--- config.mk ---
export PLATFORM = sky130hd
export DESIGN_NAME = seq_shift_unit
export DESIGN_NICKNAME = d
export VERILOG_FILES = /design/src/rtl/seq_shift_unit_pkg.sv /design/src/rtl/seq_shift_unit_shift_step1.sv /design/src/rtl/seq_shift_unit.sv
export SDC_FILE = /design/constraint.sdc
export NUM_CORES = 1
export LEC_CHECK = 0
export BUFFER_PORTS_ARGS = -buffer_cell sky130_fd_sc_hd__clkbuf_2
export CAP_MARGIN = 30
export CORE_UTILIZATION = 52
export CTS_CLUSTER_SIZE = 25
export DETAILED_ROUTE_END_ITERATION = 12
export PLACE_DENSITY = 0.84
export SETUP_SLACK_MARGIN = 0.4
export SKIP_LAST_GASP = 1
export SYNTH_ARGS = -nofsm -noshare
export SYNTH_HDL_FRONTEND = slang
export SYNTH_SLANG_ARGS = --single-unit
export TNS_END_PERCENT = 30
--- constraint.sdc ---
create_clock -name clk -period 2.26 [get_ports clk]
set_clock_uncertainty 0.15 [all_clocks]
set_input_delay 0.226 -clock clk [delete_from_list [all_inputs] [get_ports clk]]
set_output_delay 0.226 -clock clk [all_outputs]
set_load 0.1 [all_outputs]
--- src/rtl/seq_shift_unit_pkg.sv ---
// seq_shift_unit_pkg: shift-mode and FSM state encodings shared by the shifter and the ALU.
// Revision 1.0
`default_nettype none

package seq_shift_unit_pkg;

  localparam logic [1:0] SH_SLL = 2'b00;
  localparam logic [1:0] SH_SRL = 2'b01;
  localparam logic [1:0] SH_SRA = 2'b10;
  localparam logic [1:0] SH_ROR = 2'b11;

  localparam logic [1:0] ST_IDLE  = 2'd0;
  localparam logic [1:0] ST_SHIFT = 2'd1;
  localparam logic [1:0] ST_DONE  = 2'd2;

endpackage

`default_nettype wire

--- src/rtl/seq_shift_unit_shift_step1.sv ---
// shift_step1: combinational single-bit shift/rotate of an operand by mode.
// Revision 1.0
`default_nettype none

module shift_step1
  import seq_shift_unit_pkg::*;
#(
  parameter int W = 32
) (
  input  logic [1:0]   mode,
  input  logic [W-1:0] operand,
  output logic [W-1:0] shifted
);

  always_comb begin
    shifted = operand;
    case (mode)
      SH_SLL:  shifted = {operand[W-2:0], 1'b0};
      SH_SRL:  shifted = {1'b0, operand[W-1:1]};
      SH_SRA:  shifted = {operand[W-1], operand[W-1:1]};
      SH_ROR:  shifted = {operand[0], operand[W-1:1]};
      default: shifted = operand;
    endcase
  end

endmodule

`default_nettype wire

--- src/rtl/seq_shift_unit.sv ---
// seq_shift_unit: multi-cycle shifter (SLL/SRL/SRA/ROR), one bit position per clock.
// Revision 1.0
`default_nettype none

module seq_shift_unit
  import seq_shift_unit_pkg::*;
#(
  parameter  int W  = 32,
  localparam int SW = $clog2(W)
) (
  input  logic          clk,
  input  logic          rst,
  input  logic          start,
  input  logic [1:0]    mode,
  input  logic [SW-1:0] shamt,
  input  logic [W-1:0]  din,
  input  logic          abort,
  output logic          ready,
  output logic          busy,
  output logic          done,
  output logic [W-1:0]  result
);

  logic [1:0]    r_state;
  logic [W-1:0]  r_acc;
  logic [SW-1:0] r_cnt;
  logic [1:0]    r_mode_q;
  logic [W-1:0]  w_step;

  shift_step1 #(.W(W)) u_step (
    .mode    (r_mode_q),
    .operand (r_acc),
    .shifted (w_step)
  );

  always_ff @(posedge clk or negedge rst) begin
    if (!rst) begin
      r_state  <= ST_IDLE;
      r_acc    <= '0;
      r_cnt    <= '0;
      r_mode_q <= SH_SLL;
    end else begin
      case (r_state)
        ST_IDLE: begin
          // start takes priority over a simultaneous abort here
          if (start) begin
            r_acc    <= din;
            r_cnt    <= shamt;
            r_mode_q <= mode;
            r_state  <= (shamt == '0) ? ST_DONE : ST_SHIFT;
          end
        end
        ST_SHIFT: begin
          if (abort) begin
            r_state <= ST_IDLE;
          end else begin
            r_acc <= w_step;
            r_cnt <= r_cnt - SW'(1);
            if (r_cnt == SW'(1)) begin
              r_state <= ST_DONE;
            end
          end
        end
        ST_DONE: begin
          r_state <= ST_IDLE;
        end
        default: begin
          r_state <= ST_IDLE;
        end
      endcase
    end
  end

  assign ready  = (r_state == ST_IDLE);
  assign busy   = (r_state == ST_SHIFT);
  assign done   = (r_state == ST_DONE);
  assign result = r_acc;

endmodule

`default_nettype wire

==> out/results.txt, run 1 <==
Worst Path Required = 2.26 ns
CTS tree = yes
DP HPWL = 4930 um
Final GP Congestion = 0.925
Syn_nets = 300
Port Buffers = 77
Synthesized instance count = 255
Crit share post-route = 0.808
Mapped Area = 0.00266 mm^2
Synthesis-to-finish area growth = 22.4%
Initial antenna violation count = 0
First-pass GRT wire length = 11800 um
Multi-input logic area = 0.00143 mm^2
Yosys cell types = 43
Post-DR wirelength/cell = 18.6 um
Sequential cell area = 0.00103 mm^2
Yosys warnings = 0
Layout Nets = 371
H-tree levels = 2
Worst-path clk slew = 0.08 ns
Status = completed
Fmax = 0.548 GHz
Core Rows = 25
Finish-stage setup viols = 0
Post-synthesis sequential area ratio = 0.386
Syn Area/Cell = 10.4 um^2
Die height = 73.5 um
Non-filler cells, final = 394
CP max FO = 33
FF-to-FF Start = r_state[0]
Initial Utilization = 0.552
Max Root-Sink Buffers = 2
Slowest stage delay, CP = 0.72 ns
Total Wirelength = 7340 um
Cell count after placement = 379
RSZ-0062 raised after global routing = true
Crit end category = register
Worst Tran Pin Value = 0.916 ns
Skew-Pair Late Insertion Delay = 0.30 ns
Die area = 0.00541 mm^2
Largest cells by area after synthesis = dfrtp_1, o221ai_1, o2bb2ai_1
Vias in the first global route = 2414
Max-cap viol count = 0
# fillers = 412
Slew HR = 0.387
Top cells by count, synth = dfrtp_1, a211oi_1, o21a_1, o221ai_1, o2bb2ai_1
Antenna fix cells = 0
Drc violations = 0
Setup crit end = result[31]
Synth async-reset ratio = 1.00
Leading area contributor after synthesis = dfrtp_1
Pre-antenna DRT Iters = 4
Root buffer cell = clkbuf_8
CP max stage cell = o21ai_4
Worst Reg2Reg Path Length in Cells = 3
Most numerous cell in the Yosys netlist = dfrtp_1
Post-synth top area share = 0.386
Worst path cell trace = nor2b_4 > o21ai_4 > o32ai_1
Period minus WS final = 1.83 ns
Layout cells sized above 1 = 0.379
Clock sink count = 41
I/O pin count = 78
Max-slew violation count = 0
R2R Setup Slk = 0.43 ns
Core ar. = 0.00482 mm^2
Worst Hold Launch = mode[1]
Final ANT Viol Nets = 0
Synth Register Bits = 41
Setup Crit Path Kind = reg2reg
Worst Path Arrival = 1.82 ns
Largest net degree at the start of global routing = 34
Setup TNS = 0 ns
Post-synth EDFFs = 0
HP Class = in2reg
CTS buffer count = 5
Grt ovf = 0
Via count = 2568
Worst reg2reg endpoint = result[31]
Starting DRT DRC Count = 253
Die Wd = 73.5 um
Prevailing post-synth register cell = dfrtp_1
Final Hold Fails = 0
Gr usage total = 0.287
Setup crit start = r_state[0]
Startpoint types = register
Vias per inst = 6.52
## logic make-up after synthesis
family          share of synthesized area
fa+ha+maj                         0.00940
mux                                0.0202
flops                               0.386
compound gates                      0.440
buf+inv                            0.0827
simple gates                       0.0625
## state kept, by name (all words and copies together) (netlist names)
| signal | count |
|---|---|
| r_mode_q | 2 |
| r_state | 2 |
| result | 32 |
| r_cnt | 5 |
## metal layers
metal	wire [um]	up-vias	GRT usage
met2	3620	116	0.446
li1	-	1179	-
met3	474	11	0.0562
met1	3130	1262	0.397
met5	0	-	0
met4	112	0	0.107
## cells in the final DEF (no fill, tap or decap), drive strengths merged, types with 2 or more instances in the layout
| cell | synthesis | final |
|---|---|---|
| a221oi | 2 | 2 |
| nand2b | 3 | 3 |
| a211oi | 31 | 31 |
| o2bb2ai | 31 | 31 |
| nand3b | 2 | 2 |
| a21oi | 4 | 4 |
| dfrtp | 41 | 41 |
| o22ai | 3 | 3 |
| nor4b | 3 | 3 |
| clkbuf | 9 | 82 |
| ha | 2 | 2 |
| o21ai | 3 | 3 |
| buf | 26 | 23 |
| nor2b | 2 | 2 |
| a2bb2oi | 2 | 2 |
| inv | 6 | 6 |
| nor2 | 4 | 4 |
| o221ai | 31 | 31 |
| o21a | 31 | 31 |
| mux2i | 2 | 2 |
| mux2 | 3 | 3 |
## metrics by stage
stage                     hold WS, ns  worst slack, ns  utilization  area (um^2)
after CTS                      0.0210            0.324        0.665         3210
after global placement       -0.00271            0.482        0.642         3090
after global routing           0.0294            0.377        0.676         3260
after detailed placement      0.00355            0.461        0.642         3090
final                          0.0246            0.435        0.676         3260
after floorplan                -0.220            0.222            -         2670
## worst max-delay path: cells and delay by family, from the launching register on
family / cells / cell delay [ns]
compound gates: 2 / 0.92
simple gates: 1 / 0.15
flops: 1 / 0.45
## how the worst min path moves through the flow
| stage | endpoint | slack [ns] | depth (start not counted) |
|---|---|---|---|
| after floorplan | r_cnt[0] | -0.22 | 0 |
| after global placement | r_cnt[2] | -0.003 | 1 |
| after detailed placement | r_cnt[2] | 0.004 | 1 |
| after CTS | r_mode_q[1] | 0.02 | 2 |
| after global routing | r_mode_q[1] | 0.03 | 2 |
| final | r_mode_q[1] | 0.02 | 2 |
## what timing repair did
action / 4_1_cts / 5_1_grt
gates resized for setup: 1 / 4
hold endpoints to repair: 11 / 0
endpoints found under the setup margin: 3 / 5
cloned: 0 / 0
setup buffers: 0 / 6
hold buffers: 1 / 0
## layout make-up
type / count / share of cell area
clock buffer: 7 / 0.0296
clock inverter: 1 / 0.00154
inverter: 7 / 0.00922
multi-input combinational: 172 / 0.439
sequential: 41 / 0.315
tap: 67 / 0.0257
timing repair buffer: 99 / 0.180
Power of run 1 is left out: the tool's default activity adds up to more than one toggle a clock period on the data nets, which glitch-free logic cannot reach.
==> inputs of run 2 (changes only) <==
Clock period 2.26 ns to 1.9 ns, I/O delays scaled along.
==> run 2 against run 1 <==
- fmax grew 6.6%
- utilization grew 16 points
- via count grew 17%
- critical endpoint is now result[28]
- die area is the same
- global-route usage grew 2.7 points
- worst setup slack lost 0.25 ns
- register-to-register slack lost 0.25 ns
- count of clock-buffer cells in the layout is the same
- design area grew 24%
- largest cell class unchanged
- critical path depth grew 4
- worst hold slack gained 0.043 ns
- sequential share of layout area shrank 5.7 points
==> out/results.txt, run 2 (synthesis gave the netlist of run 1 again) <==
Root buffer cell = clkbuf_8 (unchanged)
Finish-stage setup viols = 0 (unchanged)
Worst reg2reg endpoint = result[28] (was result[31])
Final Hold Fails = 0 (unchanged)
DP HPWL = 4920 um (was 4930 um)
Slew HR = 0.527 (was 0.387)
Number of flip-flops in the largest register = 32 (unchanged)
Skew-Pair Late Insertion Delay = 0.30 ns (about the same)
# fillers = 246 (was 412)
Die Wd = 73.5 um (unchanged)
Port Buffers = 77 (unchanged)
Starting DRT DRC Count = 359 (was 253)
Setup TNS = 0 ns (unchanged)
Vias per inst = 7.00 (was 6.52)
Met1 Use GR = 0.450 (was 0.397)
FF-to-FF Start = r_state[0] (unchanged)
CTS buffer count = 5 (unchanged)
Worst Hold Launch = din[27] (was mode[1])
Initial antenna violation count = 0 (unchanged)
CP max FO = 7 (was 33)
Status = completed (unchanged)
Total Wirelength = 10500 um (was 7340 um)
Max Root-Sink Buffers = 2 (unchanged)
Layout Nets = 407 (was 371)
Crit share post-route = 0.901 (was 0.808)
Final ANT Viol Nets = 0 (unchanged)
Fmax = 0.584 GHz (was 0.548 GHz)
Max-cap viol count = 0 (unchanged)
Startpoint types = register (unchanged)
RSZ-0062 raised after global routing = true (unchanged)
H-tree levels = 2 (unchanged)
Drc violations = 0 (unchanged)
Met3 GRT Util = 0.0576 (was 0.0562)
Setup Crit Path Kind = reg2reg (unchanged)
Period minus WS final = 1.71 ns (was 1.83 ns)
Core ar. = 0.00482 mm^2 (unchanged)
Largest net degree at the start of global routing = 34 (unchanged)
Grt ovf = 0 (unchanged)
Synthesis-to-finish area growth = 51.5% (was 22.4%)
Vias in the first global route = 2644 (was 2414)
CTS tree = yes (unchanged)
Clock sink count = 41 (unchanged)
Final GP Congestion = 0.956 (was 0.925)
Crit end category = register (unchanged)
First-pass GRT wire length = 13100 um (was 11800 um)
Die height = 73.5 um (unchanged)
Final Cell Area = 0.00403 mm^2 (was 0.00326 mm^2)
Max-slew violation count = 0 (unchanged)
Most frequent cells in the layout = clkbuf_2, o21a_1, buf_4 (was clkbuf_2, dfrtp_1)
HP Class = in2reg (unchanged)
Commonest non-fill, non-tap cell in the layout = clkbuf_2 (unchanged)
Via count = 3012 (was 2568)
Gr usage total = 0.315 (was 0.287)
Worst Path Required = 1.97 ns (was 2.26 ns)
GR peak layer = met2 (unchanged)
Antenna fix cells = 0 (unchanged)
Worst Path Arrival = 1.79 ns (was 1.82 ns)
Layout cells sized above 1 = 0.537 (was 0.379)
Hold Path Sink = result[27] (was r_mode_q[1])
Placed cell areas = 0.00319 mm^2 (was 0.00309 mm^2)
Worst Tran Pin Value = 0.710 ns (was 0.916 ns)
Met2 usage = 0.491 (was 0.446)
Worst-path clk slew = 0.10 ns (was 0.08 ns)
R2R Setup Slk = 0.19 ns (was 0.43 ns)
Die area = 0.00541 mm^2 (unchanged)
Initial Utilization = 0.552 (unchanged)
Worst Reg2Reg Path Length in Cells = 7 (was 3)
Worst hold path cell count = 3 (was 2)
Post-DR wirelength/cell = 24.3 um (was 18.6 um)
Pre-antenna DRT Iters = 5 (was 4)
Core Rows = 25 (unchanged)
I/O pin count = 78 (unchanged)
[run 2: cell count changes in the layout (fill, tap and decap cells not counted), sizes merged]
cell | previous run | this run
clkbuf | 82 | 87
dlygate4sd3 | 1 | 3
bufbuf | 0 | 1
clkinvlp | 1 | 0
buf | 23 | 51
bufinv | 0 | 1
[run 2: critical path, stage by stage (launching register included)]
cell	delay, ns
dfrtp_2	0.50
buf_12	0.15
nor2b_4	0.04
buf_6	0.11
o21ai_4	0.23
buf_4	0.17
buf_4	0.14
o2bb2ai_1	0.14
[run 2: worst max-delay path by stage]
stage	slack [ns]	to	startpoint
floorplan	0.10	r_mode_q[0]	r_state[0]
global placement	0.17	r_cnt[2]	r_state[0]
detailed placement	0.10	result[31]	r_state[0]
CTS	0.28	r_cnt[4]	r_cnt[1]
global route	0.17	result[26]	r_state[0]
finish	0.19	result[28]	r_state[0]
[run 2: routing by layer]
metal / share of wire / vias to the layer above / routed length, um
li1: - / 1266 / -
met1: 0.40 / 1455 / 4230
met2: 0.47 / 251 / 4900
met3: 0.098 / 40 / 1030
met4: 0.028 / 0 / 290
met5: 0 / - / 0
[run 2: through the flow]
stage / cells / hold slack, ns / worst slack (ns) / util
3_5_place_dp: 384 / 0.114 / 0.105 / 0.663
3_3_place_gp: 384 / 0.112 / 0.172 / 0.663
5_1_grt: 430 / 0.0869 / 0.174 / 0.837
6_report: 430 / 0.0676 / 0.188 / 0.837
2_1_floorplan: 255 / -0.256 / 0.103 / -
4_1_cts: 410 / 0.0626 / 0.281 / 0.740
[run 2: area by class of cell]
cell class                 instances  area (um^2)  area share
multi-input combinational        172         1640       0.407
timing repair buffer             135         1110       0.276
sequential                        41         1040       0.258
clock buffer                       7         86.3      0.0214
tap                               67         83.8      0.0208
inverter                           7         38.8     0.00962
clock inverter                     1         30.0     0.00745
[run 2: timing repair]
item,4_1_cts,5_1_grt
cloned,1,5
endpoints found under the setup margin,69,75
endpoints found under the hold margin,27,0
hold buffers,3,0
setup buffers,14,15
gates resized for setup,22,43
pin swaps,4,20
Power of run 2 is left out for the same reason.
==> inputs of run 3 (changes only) <==
--- a/config.mk
+++ b/config.mk
@@ -8,7 +8,10 @@
 export BUFFER_PORTS_ARGS = -buffer_cell sky130_fd_sc_hd__clkbuf_2
 export CAP_MARGIN = 30
-export CORE_UTILIZATION = 52
+export CELL_PAD_IN_SITES_DETAIL_PLACEMENT = 2
+export CELL_PAD_IN_SITES_GLOBAL_PLACEMENT = 2
+export CORE_UTILIZATION = 32
 export CTS_CLUSTER_SIZE = 25
 export DETAILED_ROUTE_END_ITERATION = 12
+export MAX_ROUTING_LAYER = met4
 export PLACE_DENSITY = 0.84
 export SETUP_SLACK_MARGIN = 0.4
--- a/constraint.sdc
+++ b/constraint.sdc
@@ -3,3 +3,3 @@
 set_input_delay 0.19 -clock clk [delete_from_list [all_inputs] [get_ports clk]]
 set_output_delay 0.19 -clock clk [all_outputs]
-set_load 0.1 [all_outputs]
+set_load 0.01 [all_outputs]
==> run 3 against run 2 <==
- routed wire length is 14% higher
- sequential share of layout area is 1.7 points higher
- utilization decreased by 36 points
- non-clock buffer count is 17 lower
- final cell count is 4.2% higher
- count of clock-buffer cells in the layout decreased by 2
- largest cell class unchanged
==> out/results.txt, run 3 (synthesis gave the netlist of run 1 again) <==
Status = completed (unchanged)
Max-cap viol count = 0 (unchanged)
Psw = 2590 uW
I/O pin count = 78 (unchanged)
Clock sink count = 41 (unchanged)
Reg power frac = 0.323
Max-slew violation count = 0 (unchanged)
Final Hold Fails = 0 (unchanged)
Commonest non-fill, non-tap cell in the layout = clkbuf_2 (unchanged)
Met2 Wirelength = 6080 um (was 4900 um)
Largest net degree at the start of global routing = 34 (unchanged)
Setup TNS = 0 ns (unchanged)
Final setup margin = 0.150 ns (was 0.188 ns)
Synthesis-to-finish area growth = 40.5% (was 51.5%)
Sw frac = 0.443
DP HPWL = 6650 um (was 4920 um)
Gr usage total = 0.266 (was 0.315)
Startpoint types = register (unchanged)
Worst Path Arrival = 1.83 ns (was 1.79 ns)
Dpl ws = 0.168 ns (was 0.105 ns)
Die Wd = 93.2 um (was 73.5 um)
Core Rows = 32 (was 25)
Worst Tran Pin Value = 0.504 ns (was 0.710 ns)
CP max FO = 2 (was 7)
Skew-Pair Late Insertion Delay = 0.32 ns (was 0.30 ns)
Most frequent cells in the layout = clkbuf_2, dfrtp_1, o21a_1 (was clkbuf_2, o21a_1, buf_4)
Internal power = 3260 uW
Vias per inst = 6.24 (was 7.00)
Vias in the first global route = 2912 (was 2644)
Setup Crit Path Kind = reg2reg (unchanged)
Root buffer cell = clkbuf_8 (unchanged)
Max Root-Sink Buffers = 2 (unchanged)
Hold slack = 0.0379 ns (was 0.0676 ns)
Worst Path Required = 1.98 ns (was 1.97 ns)
Die area = 0.00869 mm^2 (was 0.00541 mm^2)
Layout cells sized above 1 = 0.474 (was 0.537)
RSZ-0062 raised after global routing = true (unchanged)
Clock power frac = 0.149
Core ar. = 0.00789 mm^2 (was 0.00482 mm^2)
Crit share post-route = 0.921 (was 0.901)
CTS tree = yes (unchanged)
Maximum vdd drop = 533 uV
Via count = 2794 (was 3012)
Finish-stage setup viols = 0 (unchanged)
First-pass GRT wire length = 16900 um (was 13100 um)
Leakage = 0.00155 uW
Period minus WS final = 1.75 ns (was 1.71 ns)
Post-DR wirelength/cell = 26.6 um (was 24.3 um)
Final GP Congestion = 0.824 (was 0.956)
Die height = 93.2 um (was 73.5 um)
Grt ovf = 0 (unchanged)
Worst-path clk slew = 0.09 ns (was 0.10 ns)
Layout Nets = 390 (was 407)
Antenna fix cells = 0 (unchanged)
H-tree levels = 2 (unchanged)
Comb power frac = 0.527
Final core area utilization = 0.474 (was 0.837)
Metal-1 WL = 5000 um (was 4230 um)
HP Class = in2reg (unchanged)
CTS buffer count = 5 (unchanged)
Initial Utilization = 0.337 (was 0.552)
Total Wirelength = 11900 um (was 10500 um)
Slew HR = 0.664 (was 0.527)
Pre-antenna DRT Iters = 4 (was 5)
Cell Pwr Density = 1570 mW/mm^2
Starting DRT DRC Count = 124 (was 359)
Port Buffers = 77 (unchanged)
Uppermost layer routed = met4 (unchanged)
Drc violations = 0 (unchanged)
Initial antenna violation count = 0 (unchanged)
Total length of routed met3 wires = 405 um (was 1030 um)
Final ANT Viol Nets = 0 (unchanged)
Number of flip-flops in the largest register = 32 (unchanged)
Crit end category = register (unchanged)
Fmax = 0.571 GHz (was 0.584 GHz)
-- run 3: area by class of cell --
cell class	instances	area [um^2]
Fill cell	850	4150
Multi-Input combinational cell	172	1580
Sequential cell	41	1030
Timing Repair Buffer	118	831
Tap cell	102	128
Clock buffer	5	68.8
Clock inverter	3	65.1
Inverter	7	33.8
-- run 3: worst paths after layout --
path                            startpoint     endpoint  slack (ns)  cells past startpoint
worst max-delay path              r_cnt[0]     r_cnt[4]        0.15                      5
worst min-delay path               mode[0]  r_mode_q[0]        0.04                      2
worst max register to register    r_cnt[0]     r_cnt[4]        0.15                      5
worst min register to register  result[12]   result[12]        0.41                      1
max in group asynchronous              rst    result[7]        0.85                      3
min in group asynchronous              rst   result[19]        0.22                      2
-- run 3: repair_timing --
item | in CTS | in global routing
hold buffers | 2 | 0
endpoints found under the hold margin | 17 | 0
setup buffers | 11 | 5
endpoints found under the setup margin | 43 | 44
resized for setup | 27 | 23
pin swaps | 2 | 10
cloned | 0 | 3
-- run 3: power by group through the flow --
stage                     clock network, uW  logic [uW]  registers [uW]
after floorplan                           0        1540            1800
after CTS                               877        2730            1830
after global placement                    0        2370            1820
final                                   874        3090            1890
after global routing                    912        3300            1930
after detailed placement                  0        2480            1840
-- run 3: stage by stage --
stage | total power, uW | instance area, um^2 | cells
floorplan | 3340 | 2660 | 255
global placement | 4190 | 3160 | 419
detailed placement | 4320 | 3160 | 419
CTS | 5440 | 3500 | 440
global route | 6140 | 3740 | 448
finish | 5850 | 3740 | 448
-- run 3: worst max-delay path: stages (launching register included) --
cell	delay (ns)
dfrtp_1	0.40
inv_1	0.10
ha_4	0.14
or3b_4	0.39
a221oi_2	0.27
a2bb2oi_1	0.21
-- run 3: routing by layer --
| metal | global-route usage | up-vias |
|---|---|---|
| li1 | - | 1221 |
| met5 | - | - |
| met1 | 0.326 | 1452 |
| met2 | 0.442 | 91 |
| met4 | 0.112 | 0 |
| met3 | 0.0366 | 30 |
(Power assumes the default switching activity.)
